--- src/rtl/stage_reg_pipe_pkg.sv ---
// Shared types and widths for the stage_reg_pipe pipeline register.
// Occupancy states double as the occupancy count encoding.
package stage_reg_pipe_pkg;

  localparam int WORD        = 32;
  localparam int STAGE_WORDS = 5;
  localparam int STAGE_WIDTH = STAGE_WORDS * WORD;

  localparam int IF_ID_WIDTH  = 2 * WORD;
  localparam int ID_EX_WIDTH  = 5 * WORD;
  localparam int EX_MEM_WIDTH = 4 * WORD;
  localparam int MEM_WB_WIDTH = 3 * WORD;

  typedef enum logic [1:0] {
    EMPTY = 2'd0,
    ONE   = 2'd1,
    FULL  = 2'd2
  } occ_e;

endpackage

--- src/rtl/stage_reg_pipe_slot.sv ---
// One payload register plus valid bit; updates on the falling edge.
// Priority: reset > clear > bubble > load.
module stage_reg_slot
  import stage_reg_pipe_pkg::*;
#(
  parameter int WIDTH = STAGE_WIDTH
) (
  input  logic             clk,
  input  logic             rst_n,
  input  logic             load,
  input  logic             bubble,
  input  logic             clear,
  input  logic [WIDTH-1:0] d,
  output logic [WIDTH-1:0] q,
  output logic             valid
);

  logic [WIDTH-1:0] data_q;
  logic [WIDTH-1:0] data_d;
  logic             valid_q;
  logic             valid_d;

  always_comb begin
    data_d  = data_q;
    valid_d = valid_q;
    if (clear) begin
      data_d  = '0;
      valid_d = 1'b0;
    end else if (bubble) begin
      data_d  = d;
      valid_d = 1'b0;
    end else if (load) begin
      data_d  = d;
      valid_d = 1'b1;
    end
  end

  always_ff @(negedge clk) begin
    if (!rst_n) begin
      data_q  <= '0;
      valid_q <= 1'b0;
    end else begin
      data_q  <= data_d;
      valid_q <= valid_d;
    end
  end

  assign q     = data_q;
  assign valid = valid_q;

endmodule

--- src/rtl/stage_reg_pipe.sv ---
// Pipeline stage register with valid/ready, flush-to-bubble and
// optional skid slot (STAGE_REG_PIPE_SKID_EN); updates on falling edge.
module stage_reg_pipe
  import stage_reg_pipe_pkg::*;
#(
  parameter int               WIDTH     = STAGE_WIDTH,
  parameter logic [WIDTH-1:0] KEEP_MASK = '0
) (
  input  logic             clk,
  input  logic             rst_n,
  input  logic             flush,
  input  logic             in_valid,
  output logic             in_ready,
  input  logic [WIDTH-1:0] in_data,
  output logic             out_valid,
  input  logic             out_ready,
  output logic [WIDTH-1:0] out_data,
  output logic [1:0]       occupancy
);

  occ_e             state_q;
  occ_e             state_d;
  logic             accept;
  logic             issue;
  logic             m_load;
  logic             m_bub;
  logic [WIDTH-1:0] m_d;
  logic [WIDTH-1:0] main_data;
  logic             main_valid;

  assign out_valid = main_valid;
  assign out_data  = main_data;
  assign accept    = in_valid & in_ready;
  assign issue     = out_valid & out_ready;

  stage_reg_slot #(.WIDTH(WIDTH)) u_main (
    .clk   (clk),
    .rst_n (rst_n),
    .load  (m_load),
    .bubble(m_bub),
    .clear (1'b0),
    .d     (m_d),
    .q     (main_data),
    .valid (main_valid)
  );

`ifdef STAGE_REG_PIPE_SKID_EN
  logic             s_load;
  logic             s_clr;
  logic [WIDTH-1:0] skid_data;
  logic             skid_valid;
  logic             in_ready_q;
  logic             in_ready_d;

  stage_reg_slot #(.WIDTH(WIDTH)) u_skid (
    .clk   (clk),
    .rst_n (rst_n),
    .load  (s_load),
    .bubble(1'b0),
    .clear (s_clr),
    .d     (in_data),
    .q     (skid_data),
    .valid (skid_valid)
  );

  always_comb begin
    state_d = state_q;
    m_load  = 1'b0;
    m_bub   = 1'b0;
    m_d     = in_data;
    s_load  = 1'b0;
    s_clr   = 1'b0;
    if (flush) begin
      state_d = EMPTY;
      m_bub   = 1'b1;
      m_d     = in_data & KEEP_MASK;
      s_clr   = 1'b1;
    end else begin
      unique case (state_q)
        EMPTY: begin
          if (accept) begin
            m_load  = 1'b1;
            state_d = ONE;
          end
        end
        ONE: begin
          if (accept && issue) begin
            m_load = 1'b1;
          end else if (accept) begin
            s_load  = 1'b1;
            state_d = FULL;
          end else if (issue) begin
            // drained slot keeps its payload, only the valid drops
            m_bub   = 1'b1;
            m_d     = main_data;
            state_d = EMPTY;
          end
        end
        FULL: begin
          if (issue) begin
            m_load  = 1'b1;
            m_d     = skid_data;
            s_clr   = 1'b1;
            state_d = ONE;
          end
        end
        default: state_d = EMPTY;
      endcase
    end
    in_ready_d = (state_d != FULL);
  end

  always_ff @(negedge clk) begin
    if (!rst_n) begin
      state_q    <= EMPTY;
      in_ready_q <= 1'b1;
    end else begin
      state_q    <= state_d;
      in_ready_q <= in_ready_d;
    end
  end

  assign in_ready  = in_ready_q;
  assign occupancy = {1'b0, main_valid} + {1'b0, skid_valid};
`else
  assign in_ready = out_ready | ~out_valid;

  always_comb begin
    state_d = state_q;
    m_load  = 1'b0;
    m_bub   = 1'b0;
    m_d     = in_data;
    if (flush) begin
      state_d = EMPTY;
      m_bub   = 1'b1;
      m_d     = in_data & KEEP_MASK;
    end else if (accept) begin
      m_load  = 1'b1;
      state_d = ONE;
    end else if (issue) begin
      m_bub   = 1'b1;
      m_d     = main_data;
      state_d = EMPTY;
    end
  end

  always_ff @(negedge clk) begin
    if (!rst_n) begin
      state_q <= EMPTY;
    end else begin
      state_q <= state_d;
    end
  end

  assign occupancy = (state_q == ONE) ? 2'd1 : 2'd0;
`endif

endmodule

--- config.mk ---
export PLATFORM = sky130hd
export DESIGN_NAME = stage_reg_pipe
export DESIGN_NICKNAME = d
export VERILOG_FILES = /design/src/rtl/stage_reg_pipe_pkg.sv /design/src/rtl/stage_reg_pipe_slot.sv /design/src/rtl/stage_reg_pipe.sv
export SDC_FILE = /design/constraint.sdc
export NUM_CORES = 1
export LEC_CHECK = 0
export ABC_CLOCK_PERIOD_IN_PS = 3400
export CAP_MARGIN = 20
export CORE_MARGIN = 2
export CORE_UTILIZATION = 43
export DETAILED_ROUTE_END_ITERATION = 7
export GPL_ROUTABILITY_DRIVEN = 0
export PLACE_DENSITY = 0.85
export SLEW_MARGIN = 20
export SYNTH_ARGS = -nofsm -noshare
export SYNTH_HDL_FRONTEND = slang
export SYNTH_SLANG_ARGS = --single-unit
export TNS_END_PERCENT = 100
--- constraint.sdc ---
create_clock -name clk -period 3.4 [get_ports clk]
set_input_delay 1.02 -clock clk [delete_from_list [all_inputs] [get_ports clk]]
set_output_delay 1.02 -clock clk [all_outputs]
set_load 0.03 [all_outputs]
Word level (Yosys, flattened, before mapping):

Cells that the tools add are included.

* input port bits: 165
* flip-flop bits (word level): 162
* output and inout bits: 164

* multiplexer cells: 13
* reduce and logical (&&, ||, !) cells: 4
* bitwise operators: 5

Operator list (number)
* $mux 160: 5
* $mux 1: 8
* $reduce_bool 2->1: 2
* $reduce_or 2->1: 2
* $and 1x1->1: 2
* $not 1->1: 2
* $or 1x1->1: 1

Longest topological paths before layout:

Gate-level depths: netlist of the first run.

* depth in word-level cells: 7
* mapped depth: 7
* depth with buffers taken out: 3

Modules after synthesis:

Synthesis of the first run repeated with hierarchy kept, for this count alone.

* cell total of the unflattened synthesis: 1280
* area total of the unflattened synthesis: 9112.5 um^2

Modules (own cells, without submodules)
* stage_reg_slot: sequential area each 3223.1 um^2, area each 6661.4 um^2, cells an instance 734, times used 1
* stage_reg_pipe: sequential area each 20.0 um^2, area each 2451.1 um^2, cells an instance 546, times used 1

==> run_summary.xml, run 1 <==
<?xml version="1.0" encoding="UTF-8"?>
<metrics>
  <group name="pwr">
    <metric name="total_leakage_power" unit="nW">6.408</metric>
    <metric name="internal_power" unit="mW">3.895</metric>
    <metric name="power_density" unit="nW/µm²">466.1</metric>
    <metric name="total_switching_power" unit="mW">2.633</metric>
    <metric name="netSwitchingFraction" unit="">0.4033</metric>
    <metric name="power_frac_clock" unit="">0.508</metric>
    <metric name="combinationalPowerShare" unit="">0.179</metric>
    <metric name="power_frac_seq" unit="">0.313</metric>
    <metric name="worst_ir_drop_vdd" unit="V">0.0004246</metric>
  </group>
  <group name="floorplanning">
    <metric name="dieWidth" unit="µm">127.0</metric>
    <metric name="floorplan_die_height" unit="µm">127.0</metric>
    <metric name="initial_core_util" unit="">0.4441</metric>
    <metric name="die_area" unit="µm²">16130</metric>
    <metric name="placementRows" unit="">44</metric>
    <metric name="core-area" unit="µm²">14640</metric>
    <metric name="ios" unit="">329</metric>
  </group>
  <group name="timing">
    <metric name="setup_violations" unit="">251</metric>
    <metric name="unrepaired_setup_endpoints_after_global_routing" unit="">true</metric>
    <metric name="setup_total_negative_slack" unit="ns">-54.57</metric>
    <metric name="tightestPinTransition" unit="ns">0.5135</metric>
    <metric name="report.final.hold_viol_count" unit="">0</metric>
    <metric name="timing.final.max_slew_violations" unit="">0</metric>
    <metric name="max-slew-margin-rel" unit="">0.6567</metric>
    <metric name="setup_slack" unit="ns">-0.6283</metric>
    <metric name="hold-worst-slack" unit="ns">0.4555</metric>
    <metric name="finalClockSkew" unit="ns">0.04657</metric>
  </group>
  <group name="cells_and_area">
    <metric name="design_area" unit="µm²">14010</metric>
    <metric name="layout-drive-gt1-share" unit="">0.4855</metric>
    <metric name="syn2layout_area_growth" unit="%">115.4</metric>
    <metric name="nets" unit="">1534</metric>
  </group>
  <group name="run_status">
    <metric name="outcome" unit="">finished, violations left</metric>
    <metric name="violations_in_the_final_reports" unit="">design-rule violations, negative setup slack</metric>
  </group>
  <group name="logic_synthesis">
    <metric name="ys_seq_elements" unit="">162</metric>
    <metric name="synth_largest_type_area_fraction" unit="">0.4987</metric>
    <metric name="synth_top_cell_by_area" unit="">dfxtp_1</metric>
    <metric name="netlist_instances" unit="">743</metric>
    <metric name="synth.top_cells.by_area" unit="">dfxtp_1 (50%), nand4_1 (15%), o21ai_2 (12%)</metric>
    <metric name="synth.cell_area" unit="µm²">6504</metric>
    <metric name="post_synth_num_cell_types" unit="">18</metric>
    <metric name="postSynthAreaPerCell" unit="µm²">8.753</metric>
    <metric name="synthesis.yosys.warnings" unit="">0</metric>
    <metric name="seq_area_frac_synth" unit="">0.4987</metric>
    <metric name="synth_net_count" unit="">908</metric>
  </group>
  <group name="placed_design">
    <metric name="placement.setup.worst_slack" unit="ns">-0.6924</metric>
    <metric name="detailed_place.area" unit="µm²">9873</metric>
    <metric name="dp_hpwl" unit="µm">14520</metric>
    <metric name="place.port_buffers" unit="">327</metric>
  </group>
  <group name="worst_setup_path">
    <metric name="regToRegStartpoint" unit="">u_main.valid$_SDFFE_NP0P_</metric>
    <metric name="crit_type" unit="">flip-flop to output port</metric>
    <metric name="setup.worst_path.start_class" unit="">flip-flop</metric>
    <metric name="timing.critical_path.to_type" unit="">output port</metric>
    <metric name="timing.critical_path.fanout_max" unit="">6</metric>
    <metric name="r2r_cells" unit="">5</metric>
    <metric name="arrival" unit="ns">3.01</metric>
    <metric name="ff2ff_setup_slack" unit="ns">1.71</metric>
    <metric name="r2r-end" unit="">u_main.q[64]$_SDFFE_NN0P_</metric>
    <metric name="critical_path.endpoint" unit="">in_ready</metric>
    <metric name="required" unit="ns">2.38</metric>
    <metric name="setup.worst_path.start" unit="">u_main.valid$_SDFFE_NP0P_</metric>
  </group>
  <group name="clock_tree">
    <metric name="cts.root.buffer_cell" unit="">clkbuf_16</metric>
    <metric name="clockBufferDepth" unit="">2</metric>
    <metric name="numClockSinks" unit="">162</metric>
    <metric name="cts.reportedPaths.clkPinSlew" unit="ns">0.06</metric>
    <metric name="clock_latency" unit="ns">0.53</metric>
    <metric name="cts_hold_buf" unit="">0</metric>
    <metric name="cts_made_buffers" unit="">17</metric>
    <metric name="cts.htree.levels" unit="">4</metric>
    <metric name="clock_tree_from_tritoncts" unit="">yes</metric>
  </group>
  <group name="global_route">
    <metric name="first_global_vias" unit="">9895</metric>
    <metric name="grt_max_degree" unit="">32</metric>
    <metric name="wire_length_of_the_first_global_routing_pass" unit="µm">53050</metric>
    <metric name="grtUsageTotal" unit="">0.4258</metric>
    <metric name="antenna_found_initial" unit="">2</metric>
    <metric name="grt-ovfl-total" unit="">0</metric>
  </group>
  <group name="route">
    <metric name="routed_wire_length_per_instance" unit="µm">29.16</metric>
    <metric name="routed_via_density" unit="">6.669</metric>
    <metric name="finalWirelength" unit="µm">45700</metric>
    <metric name="drt_first_pass_iters" unit="">8</metric>
    <metric name="antenna_left" unit="">0</metric>
    <metric name="drc" unit="">14</metric>
    <metric name="drt-initial-drc-count" unit="">1508</metric>
    <metric name="vias" unit="">10450</metric>
  </group>
  <group name="min_path">
    <metric name="path_category_of_the_worst_min_delay_check" unit="">flip-flop to flip-flop</metric>
    <metric name="whs_path_depth" unit="">2</metric>
  </group>
  <group name="job">
    <metric name="total_of_max_cap_violations" unit="">0</metric>
  </group>
</metrics>
==> synth_stat cells <==
library cell  number
inv_1              2
buf_4              2
a21oi_1            1
mux2i_1            1
o21ai_1           10
and2_1             1
nand2_1          160
buf_2              7
nand2b_4           1
conb_1             1
buf_6             13
o21ai_0           61
dfxtp_1          162
o21ai_2           90
nand4_1          160
nor2b_1            1
a21boi_0           1
clkbuf_1          69
==> critical path, cell delays in order (launching register included) <==
cell	delay, ns
dfxtp_4	0.37
nand2b_4	0.07
buf_6	0.12
buf_12	0.13
buf_8	0.13
==> registers in the layout, indices dropped and copies added, names as in the netlist <==
signal and cells:
u_main.valid 1, state_q 1, u_main.q 160
==> how the worst min path moves through the flow <==
stage	end	start
final	u_main.q[6]$_SDFFE_NN0P_	u_main.q[6]$_SDFFE_NN0P_
after detailed placement	u_main.q[157]$_SDFFE_NN0P_	u_main.q[157]$_SDFFE_NN0P_
after global routing	u_main.q[19]$_SDFFE_NN0P_	u_main.q[19]$_SDFFE_NN0P_
after global placement	u_main.q[24]$_SDFFE_NN0P_	u_main.q[24]$_SDFFE_NN0P_
after CTS	u_main.q[152]$_SDFFE_NN0P_	u_main.q[152]$_SDFFE_NN0P_
after floorplan	state_q[0]$_SDFFE_NP0P_	u_main.valid$_SDFFE_NP0P_
==> through the flow <==
step / total power, mW / util / std cells
5_1_grt: 6.653 / 0.9564 / 1567
3_3_place_gp: 3.081 / 0.6742 / 1214
6_report: 6.528 / 0.9564 / 1567
2_1_floorplan: 2.705 / - / 743
4_1_cts: 5.857 / 0.9176 / 1499
3_5_place_dp: 3.087 / 0.6742 / 1214
==> area by class of cell <==
class	count	area [µm²]
Inverter	1	3.754
Sequential cell	162	3453
Tap cell	184	230.2
Clock inverter	177	762.0
Fill cell	348	638.1
Multi-Input combinational cell	488	2865
Clock buffer	17	425.4
Timing Repair Buffer	537	6264
Antenna cell	1	2.502
==> cell usage in the layout (no fill, tap or decap), types with 2 or more instances in the layout <==
cell	count
bufbuf_16	5
o21ai_4	4
buf_16	20
dfxtp_2	159
nand2_1	157
clkbuf_16	22
o21ai_1	63
buf_6	178
o21ai_0	5
clkinv_4	4
nand2_2	2
nand4_1	160
clkdlybuf4s50_1	160
inv_4	3
inv_8	5
o21ai_2	89
buf_4	119
inv_1	163
buf_12	41
dfxtp_4	3
clkbuf_2	2
buf_8	6
==> per-layer routing <==
metal | share of wire | up-vias | track usage
met5 | 0.00081 | - | 0.006192
met4 | 0.12 | 2 | 0.2896
met3 | 0.14 | 505 | 0.1713
met2 | 0.44 | 1291 | 0.7283
met1 | 0.30 | 4708 | 0.4251
li1 | - | 3944 | -
==> what timing repair did <==
item	CTS	global route
resized for setup	396	74
pin swaps	12	55
setup endpoints to repair	325	325
cloned	27	5
setup buffers	65	69
==> kinds of logic (layout without fill, tap and decap cells) <==
kind of cell           Yosys count  in the layout  synth area share
muxes                            1              1          0.001539
other                            1              2         0.0005766
buffers and inverters           93            732           0.07118
DFF                            162            162            0.4987
AOI/OAI and AO/OA              163            163            0.1778
and+or+nand+nor                323            323            0.2503
==> power groups by stage <==
stage	logic, mW	clock network [mW]	registers, mW
floorplan	0.251	0.290	2.16
global placement	0.753	0.290	2.04
detailed placement	0.758	0.290	2.04
CTS	1.02	2.80	2.04
global route	1.19	3.42	2.04
finish	1.17	3.32	2.04
(Power assumes the default switching activity.)
==> run 2, diff against run 1 <==
--- a/config.mk
+++ b/config.mk
@@ -12,6 +12,7 @@
 export DETAILED_ROUTE_END_ITERATION = 7
 export GPL_ROUTABILITY_DRIVEN = 0
 export PLACE_DENSITY = 0.85
+export REMOVE_ABC_BUFFERS = 1
 export SLEW_MARGIN = 20
 export SYNTH_ARGS = -nofsm -noshare
 export SYNTH_HDL_FRONTEND = slang
==> run 2 against run 1 <==
Compared with the run above:
- the run still ends with design-rule violations, negative setup slack left
- setup slack improved by 0.035 ns
- combinational power about the same
- clock power about the same
- sequential cell count is the same
- hold slack better by 0.014 ns
- power rose by 0.53%
- utilization grew 0.26 points
- highest routed layer unchanged
==> run_summary.xml, run 2 (synthesis results as in run 1) <==
<?xml version="1.0" encoding="UTF-8"?>
<metrics>
  <group name="route">
    <metric name="drt_first_pass_iters" unit="">8</metric>
    <metric name="finalWirelength" unit="µm">47890</metric>
    <metric name="drc" unit="">4</metric>
    <metric name="routed_via_density" unit="">6.767</metric>
    <metric name="routed_wire_length_per_instance" unit="µm">30.72</metric>
    <metric name="drt-initial-drc-count" unit="">1722</metric>
    <metric name="vias" unit="">10549</metric>
    <metric name="antenna_left" unit="">0</metric>
  </group>
  <group name="worst_setup_path">
    <metric name="timing.critical_path.to_type" unit="">output port</metric>
    <metric name="setup.worst_path.start_class" unit="">flip-flop</metric>
    <metric name="arrival" unit="ns">2.97</metric>
    <metric name="crit_type" unit="">flip-flop to output port</metric>
    <metric name="required" unit="ns">2.38</metric>
    <metric name="timing.critical_path.fanout_max" unit="">2</metric>
  </group>
  <group name="clock_tree">
    <metric name="clockBufferDepth" unit="">2</metric>
    <metric name="cts_made_buffers" unit="">17</metric>
    <metric name="clock_latency" unit="ns">0.65</metric>
    <metric name="clock_tree_from_tritoncts" unit="">yes</metric>
    <metric name="cts.htree.levels" unit="">4</metric>
    <metric name="cts.root.buffer_cell" unit="">clkbuf_16</metric>
    <metric name="cts.reportedPaths.clkPinSlew" unit="ns">0.05</metric>
    <metric name="numClockSinks" unit="">162</metric>
  </group>
  <group name="floorplanning">
    <metric name="die_area" unit="µm²">16130</metric>
    <metric name="core-area" unit="µm²">14640</metric>
    <metric name="floorplan_die_height" unit="µm">127.0</metric>
    <metric name="initial_core_util" unit="">0.4441</metric>
    <metric name="placementRows" unit="">44</metric>
    <metric name="dieWidth" unit="µm">127.0</metric>
    <metric name="ios" unit="">329</metric>
  </group>
  <group name="min_path">
    <metric name="path_category_of_the_worst_min_delay_check" unit="">flip-flop to flip-flop</metric>
  </group>
  <group name="job">
    <metric name="total_of_max_cap_violations" unit="">0</metric>
  </group>
  <group name="global_route">
    <metric name="grtUsageTotal" unit="">0.4142</metric>
    <metric name="wire_length_of_the_first_global_routing_pass" unit="µm">51610</metric>
    <metric name="grt-ovfl-total" unit="">0</metric>
    <metric name="antenna_found_initial" unit="">6</metric>
    <metric name="first_global_vias" unit="">9723</metric>
    <metric name="grt_max_degree" unit="">44</metric>
  </group>
  <group name="pwr">
    <metric name="worst_ir_drop_vdd" unit="V">0.0003886</metric>
    <metric name="total_leakage_power" unit="nW">6.380</metric>
    <metric name="power_density" unit="nW/µm²">467.3</metric>
    <metric name="power_frac_seq" unit="">0.311</metric>
    <metric name="p_total" unit="mW">6.563</metric>
    <metric name="total_switching_power" unit="mW">2.644</metric>
    <metric name="combinationalPowerShare" unit="">0.181</metric>
    <metric name="internal_power" unit="mW">3.919</metric>
    <metric name="netSwitchingFraction" unit="">0.4028</metric>
    <metric name="power_frac_clock" unit="">0.508</metric>
  </group>
  <group name="placed_design">
    <metric name="dp_hpwl" unit="µm">15240</metric>
    <metric name="detailed_place.area" unit="µm²">10020</metric>
    <metric name="place.port_buffers" unit="">327</metric>
  </group>
  <group name="timing">
    <metric name="unrepaired_setup_endpoints_after_global_routing" unit="">true</metric>
    <metric name="setup_slack" unit="ns">-0.5928</metric>
    <metric name="report.final.hold_viol_count" unit="">0</metric>
    <metric name="finalClockSkew" unit="ns">0.1722</metric>
    <metric name="setup_violations" unit="">322</metric>
    <metric name="timing.final.max_slew_violations" unit="">0</metric>
  </group>
  <group name="cells_and_area">
    <metric name="layout-drive-gt1-share" unit="">0.5179</metric>
    <metric name="nets" unit="">1525</metric>
    <metric name="fillCellCount" unit="">327</metric>
    <metric name="mostFrequentLayoutCells" unit="">buf_6 (168), inv_1 (164), nand4_1 (160), clkdlybuf4s50_1 (160), nand2_1 (159)</metric>
    <metric name="largest_register_ff_count" unit="">160</metric>
    <metric name="syn2layout_area_growth" unit="%">115.9</metric>
    <metric name="design_area" unit="µm²">14040</metric>
    <metric name="finish.utilization" unit="">0.9590</metric>
    <metric name="layout_commonest_cell" unit="">buf_6</metric>
  </group>
  <group name="run_status">
    <metric name="violations_in_the_final_reports" unit="">design-rule violations, negative setup slack</metric>
    <metric name="outcome" unit="">finished, violations left</metric>
  </group>
</metrics>
-- run 2: changes by cell type in the layout (fill, tap and decap cells not counted), sizes merged --
cell / previous run / this run
buf: 365 / 348
clkinv: 4 / 3
bufbuf: 5 / 7
inv: 172 / 168
clkbuf: 24 / 30
diode: 1 / 4
clkinvlp: 1 / 3
bufinv: 1 / 2
-- run 2: path summary, 6_finish.rpt --
path,start,to,slack [ns],cells past startpoint
max reg2reg,u_main.valid$_SDFFE_NP0P_,u_main.q[28]$_SDFFE_NN0P_,1.78,8
min reg2reg,u_main.q[2]$_SDFFE_NN0P_,u_main.q[2]$_SDFFE_NN0P_,0.47,2
min,u_main.q[2]$_SDFFE_NN0P_,u_main.q[2]$_SDFFE_NN0P_,0.47,2
max,u_main.valid$_SDFFE_NP0P_,in_ready,-0.59,4
-- run 2: repair_timing --
| action | 4_1_cts | 5_1_grt |
|---|---|---|
| buffers inserted | 38 | 69 |
| pin swaps | 2 | 105 |
| resized for setup | 393 | 122 |
| endpoints found under the hold margin | 0 | 0 |
| hold buffers | 0 | 0 |
| gates cloned | 16 | 10 |
| setup endpoints to repair | 325 | 325 |
-- run 2: critical path, stage by stage (launching register included) --
cell and delay, ns:
dfxtp_2 0.35, nand2b_4 0.07, buf_12 0.12, buf_12 0.12, buf_8 0.13
-- run 2: area by class of cell --
| cell class | instances | area, µm² | area share |
|---|---|---|---|
| repair buffers | 528 | 6018 | 0.4285 |
| well taps | 184 | 230.2 | 0.01639 |
| multi-input cells | 488 | 3159 | 0.2250 |
| clock inverters | 175 | 740.7 | 0.05274 |
| diodes | 4 | 10.01 | 0.0007128 |
| inverters | 1 | 3.754 | 0.0002673 |
| clock buffers | 17 | 425.4 | 0.03029 |
| flip-flops and latches | 162 | 3456 | 0.2461 |
-- run 2: routing by layer --
layer  global-route usage  part of all wire  vias up
met2               0.6879              0.42     1323
li1                     -                 -     3913
met4               0.3213              0.12        6
met1               0.3942              0.30     4741
met5                    0            0.0022        -
met3               0.1997              0.16      566
-- run 2: power groups by stage --
stage / clock (mW) / sequential [mW] / combinational (mW)
6_report: 3.33 / 2.04 / 1.19
3_3_place_gp: 0.290 / 2.04 / 0.775
3_5_place_dp: 0.290 / 2.04 / 0.781
5_1_grt: 3.40 / 2.04 / 1.20
4_1_cts: 2.75 / 2.04 / 0.952
2_1_floorplan: 0.290 / 2.16 / 0.175
-- run 2: per-stage QoR --
step | setup WS (ns) | hold WS [ns] | instances | TNS [ns]
6_report | -0.5928 | 0.4693 | 1559 | -71.74
5_1_grt | -0.6144 | 0.4735 | 1559 | -75.98
4_1_cts | -0.5480 | 0.4495 | 1476 | -59.57
3_5_place_dp | -0.7197 | 0.4414 | 1232 | -108.35
3_3_place_gp | -0.7006 | 0.4364 | 1232 | -105.60
2_1_floorplan | -10.81 | 0.5770 | 652 | -1665.86
==> run 3, diff against run 2 <==
--- a/config.mk
+++ b/config.mk
@@ -7,11 +7,12 @@
 export LEC_CHECK = 0
 export ABC_CLOCK_PERIOD_IN_PS = 3400
 export CAP_MARGIN = 20
-export CORE_MARGIN = 2
-export CORE_UTILIZATION = 43
+export CORE_AREA = 2 2 127 129
+export CTS_BUF_LIST = sky130_fd_sc_hd__clkbuf_4
 export DETAILED_ROUTE_END_ITERATION = 7
+export DIE_AREA = 0 0 129 131
 export GPL_ROUTABILITY_DRIVEN = 0
-export PLACE_DENSITY = 0.85
+export PLACE_DENSITY = 0.84
 export REMOVE_ABC_BUFFERS = 1
 export SLEW_MARGIN = 20
 export SYNTH_ARGS = -nofsm -noshare
==> run 3 against run 2 <==
Compared with the run above:
- hold slack got worse by 0.017 ns
- design area decreased by 8.3%
- the run ends with negative setup slack left
- register-to-register slack improved by 0.18 ns
- critical endpoint unchanged
- power decreased by 21%
- sequential cell count unchanged
- clock power decreased by 35%
- largest power group unchanged
==> run_summary.xml, run 3 (synthesis results as in run 1) <==
<?xml version="1.0" encoding="UTF-8"?>
<metrics>
  <group name="run_status">
    <metric name="outcome" unit="">finished, violations left</metric>
    <metric name="violations_in_the_final_reports" unit="">negative setup slack</metric>
  </group>
  <group name="route">
    <metric name="top_layer_used" unit="">met5</metric>
    <metric name="routed_met2_length" unit="µm">15380</metric>
    <metric name="finalWirelength" unit="µm">31250</metric>
    <metric name="antenna_left" unit="">0</metric>
    <metric name="drc" unit="">0</metric>
    <metric name="routedLengthMet1" unit="µm">10810</metric>
    <metric name="wl_met3" unit="µm">2967</metric>
    <metric name="drt_first_pass_iters" unit="">6</metric>
    <metric name="vias" unit="">8622</metric>
    <metric name="routed_wire_length_per_instance" unit="µm">20.22</metric>
    <metric name="drt-initial-drc-count" unit="">697</metric>
    <metric name="routed_via_density" unit="">5.581</metric>
  </group>
  <group name="timing">
    <metric name="setup_slack" unit="ns">-0.6668</metric>
    <metric name="timing.final.max_slew_violations" unit="">0</metric>
    <metric name="finalClockSkew" unit="ns">0.08449</metric>
    <metric name="setup_total_negative_slack" unit="ns">-61.56</metric>
    <metric name="report.final.hold_viol_count" unit="">0</metric>
    <metric name="unrepaired_setup_endpoints_after_global_routing" unit="">true</metric>
    <metric name="hold-worst-slack" unit="ns">0.4527</metric>
    <metric name="setup_violations" unit="">200</metric>
  </group>
  <group name="clock_tree">
    <metric name="cts.root.buffer_cell" unit="">clkbuf_4</metric>
    <metric name="clock_latency" unit="ns">0.64</metric>
    <metric name="clockBufferDepth" unit="">2</metric>
    <metric name="numClockSinks" unit="">162</metric>
    <metric name="cts_hold_buf" unit="">0</metric>
    <metric name="cts.reportedPaths.clkPinSlew" unit="ns">0.04</metric>
    <metric name="cts.htree.levels" unit="">4</metric>
    <metric name="clock_tree_from_tritoncts" unit="">yes</metric>
    <metric name="cts_made_buffers" unit="">17</metric>
  </group>
  <group name="worst_setup_path">
    <metric name="setup.worst_path.start_class" unit="">flip-flop</metric>
    <metric name="worst_path_dominant_cell_family" unit="">buffers and inverters</metric>
    <metric name="worstPathBufferInverterCount" unit="">3</metric>
    <metric name="arrival" unit="ns">3.05</metric>
    <metric name="cp_cell_sequence" unit="">nand2b_4, buf_8, buf_12, buf_8</metric>
    <metric name="crit_top_cell" unit="">buf_8</metric>
    <metric name="worstSetupPathDepth" unit="">4</metric>
    <metric name="crit_type" unit="">flip-flop to output port</metric>
    <metric name="required" unit="ns">2.38</metric>
    <metric name="timing.critical_path.fanout_max" unit="">2</metric>
    <metric name="r2r_cells" unit="">6</metric>
    <metric name="slowest_stage_cell_on_the_critical_path" unit="">dfxtp_4</metric>
    <metric name="critPathMaxStageDelay" unit="ns">0.35</metric>
    <metric name="timing.critical_path.to_type" unit="">output port</metric>
  </group>
  <group name="cells_and_area">
    <metric name="mostFrequentLayoutCells" unit="">buf_6 (167), inv_1 (166), nand4_1 (160), clkdlybuf4s50_1 (160)</metric>
    <metric name="syn2layout_area_growth" unit="%">97.92</metric>
    <metric name="layout-drive-gt1-share" unit="">0.4623</metric>
    <metric name="instances_no_fill" unit="">1545</metric>
    <metric name="finish.utilization" unit="">0.8253</metric>
    <metric name="layout_commonest_cell" unit="">buf_6</metric>
    <metric name="design_area" unit="µm²">12870</metric>
    <metric name="nets" unit="">1480</metric>
    <metric name="largest_register_ff_count" unit="">160</metric>
  </group>
  <group name="pwr">
    <metric name="p_total" unit="mW">5.179</metric>
    <metric name="total_switching_power" unit="mW">1.982</metric>
    <metric name="combinationalPowerShare" unit="">0.192</metric>
    <metric name="total_leakage_power" unit="nW">5.836</metric>
    <metric name="worst_ir_drop_vdd" unit="V">0.0002657</metric>
    <metric name="internal_power" unit="mW">3.197</metric>
    <metric name="power_frac_seq" unit="">0.392</metric>
    <metric name="power_density" unit="nW/µm²">402.3</metric>
    <metric name="power_frac_clock" unit="">0.416</metric>
    <metric name="netSwitchingFraction" unit="">0.3826</metric>
  </group>
  <group name="global_route">
    <metric name="antenna_found_initial" unit="">1</metric>
    <metric name="grtUsageTotal" unit="">0.3098</metric>
    <metric name="grt-ovfl-total" unit="">0</metric>
    <metric name="first_global_vias" unit="">8435</metric>
    <metric name="wire_length_of_the_first_global_routing_pass" unit="µm">40800</metric>
    <metric name="grt_max_degree" unit="">46</metric>
  </group>
  <group name="min_path">
    <metric name="path_category_of_the_worst_min_delay_check" unit="">flip-flop to flip-flop</metric>
    <metric name="whs_path_depth" unit="">2</metric>
  </group>
  <group name="floorplanning">
    <metric name="floorplan_die_height" unit="µm">131</metric>
    <metric name="ios" unit="">329</metric>
    <metric name="core-area" unit="µm²">15600</metric>
    <metric name="initial_core_util" unit="">0.4170</metric>
    <metric name="dieWidth" unit="µm">129</metric>
    <metric name="die_area" unit="µm²">16900</metric>
    <metric name="placementRows" unit="">46</metric>
  </group>
  <group name="placed_design">
    <metric name="dp_hpwl" unit="µm">14940</metric>
    <metric name="detailed_place.area" unit="µm²">9960</metric>
    <metric name="placedCellCount" unit="">1254</metric>
    <metric name="place.port_buffers" unit="">327</metric>
    <metric name="placement.setup.worst_slack" unit="ns">-0.7548</metric>
  </group>
  <group name="job">
    <metric name="total_of_max_cap_violations" unit="">0</metric>
  </group>
</metrics>
run 3: changes by cell type in the layout (fill, tap and decap cells not counted), sizes merged, moves of 3 or more:
cell | previous run | this run
buf | 348 | 311
inv | 168 | 172
dlymetal6s2s | 0 | 3
diode | 4 | 1
clkinvlp | 3 | 0
clkbuf | 30 | 20
run 3: worst paths after layout:
kind | from | end | slack (ns)
worst min-delay path | u_main.q[156]$_SDFFE_NN0P_ | u_main.q[156]$_SDFFE_NN0P_ | 0.45
worst max register to register | u_main.valid$_SDFFE_NP0P_ | u_main.q[16]$_SDFFE_NN0P_ | 1.96
worst min register to register | u_main.q[156]$_SDFFE_NN0P_ | u_main.q[156]$_SDFFE_NN0P_ | 0.45
worst max-delay path | u_main.valid$_SDFFE_NP0P_ | in_ready | -0.67
run 3: repair_timing:
item,CTS,global route
pin swaps,0,9
endpoints found under the setup margin,318,325
resized for setup,344,66
setup buffers,44,39
endpoints found under the hold margin,0,0
cloned,10,4
run 3: worst register-to-register path, stage by stage (launching register included):
cell      delay (ns)
dfxtp_4         0.35
nand2b_4        0.08
buf_4           0.11
buf_4           0.15
buf_12          0.19
nand4_1         0.34
o21ai_1         0.21
run 3: area by class of cell:
type                       count  area [µm²]
antenna                        1       2.502
clock buffer                  17       127.6
clock inverter               177       764.5
fill                         767        2725
inverter                       1       3.754
multi-input combinational    488        2867
sequential                   162        3453
tap                          216       270.3
timing repair buffer         483        5384
run 3: power groups by stage:
stage	Clock, mW	Combinational (mW)	Sequential (mW)
after global placement	0.290	0.760	2.04
after floorplan	0.290	0.175	2.16
after CTS	2.04	0.911	2.03
final	2.15	0.995	2.03
after global routing	2.37	1.03	2.03
after detailed placement	0.290	0.766	2.04
run 3: per-layer routing:
metal,GRT usage,up-vias
li1,-,3831
met1,0.3045,3990
met2,0.5341,617
met3,0.1132,182
met4,0.2385,2
met5,0,-
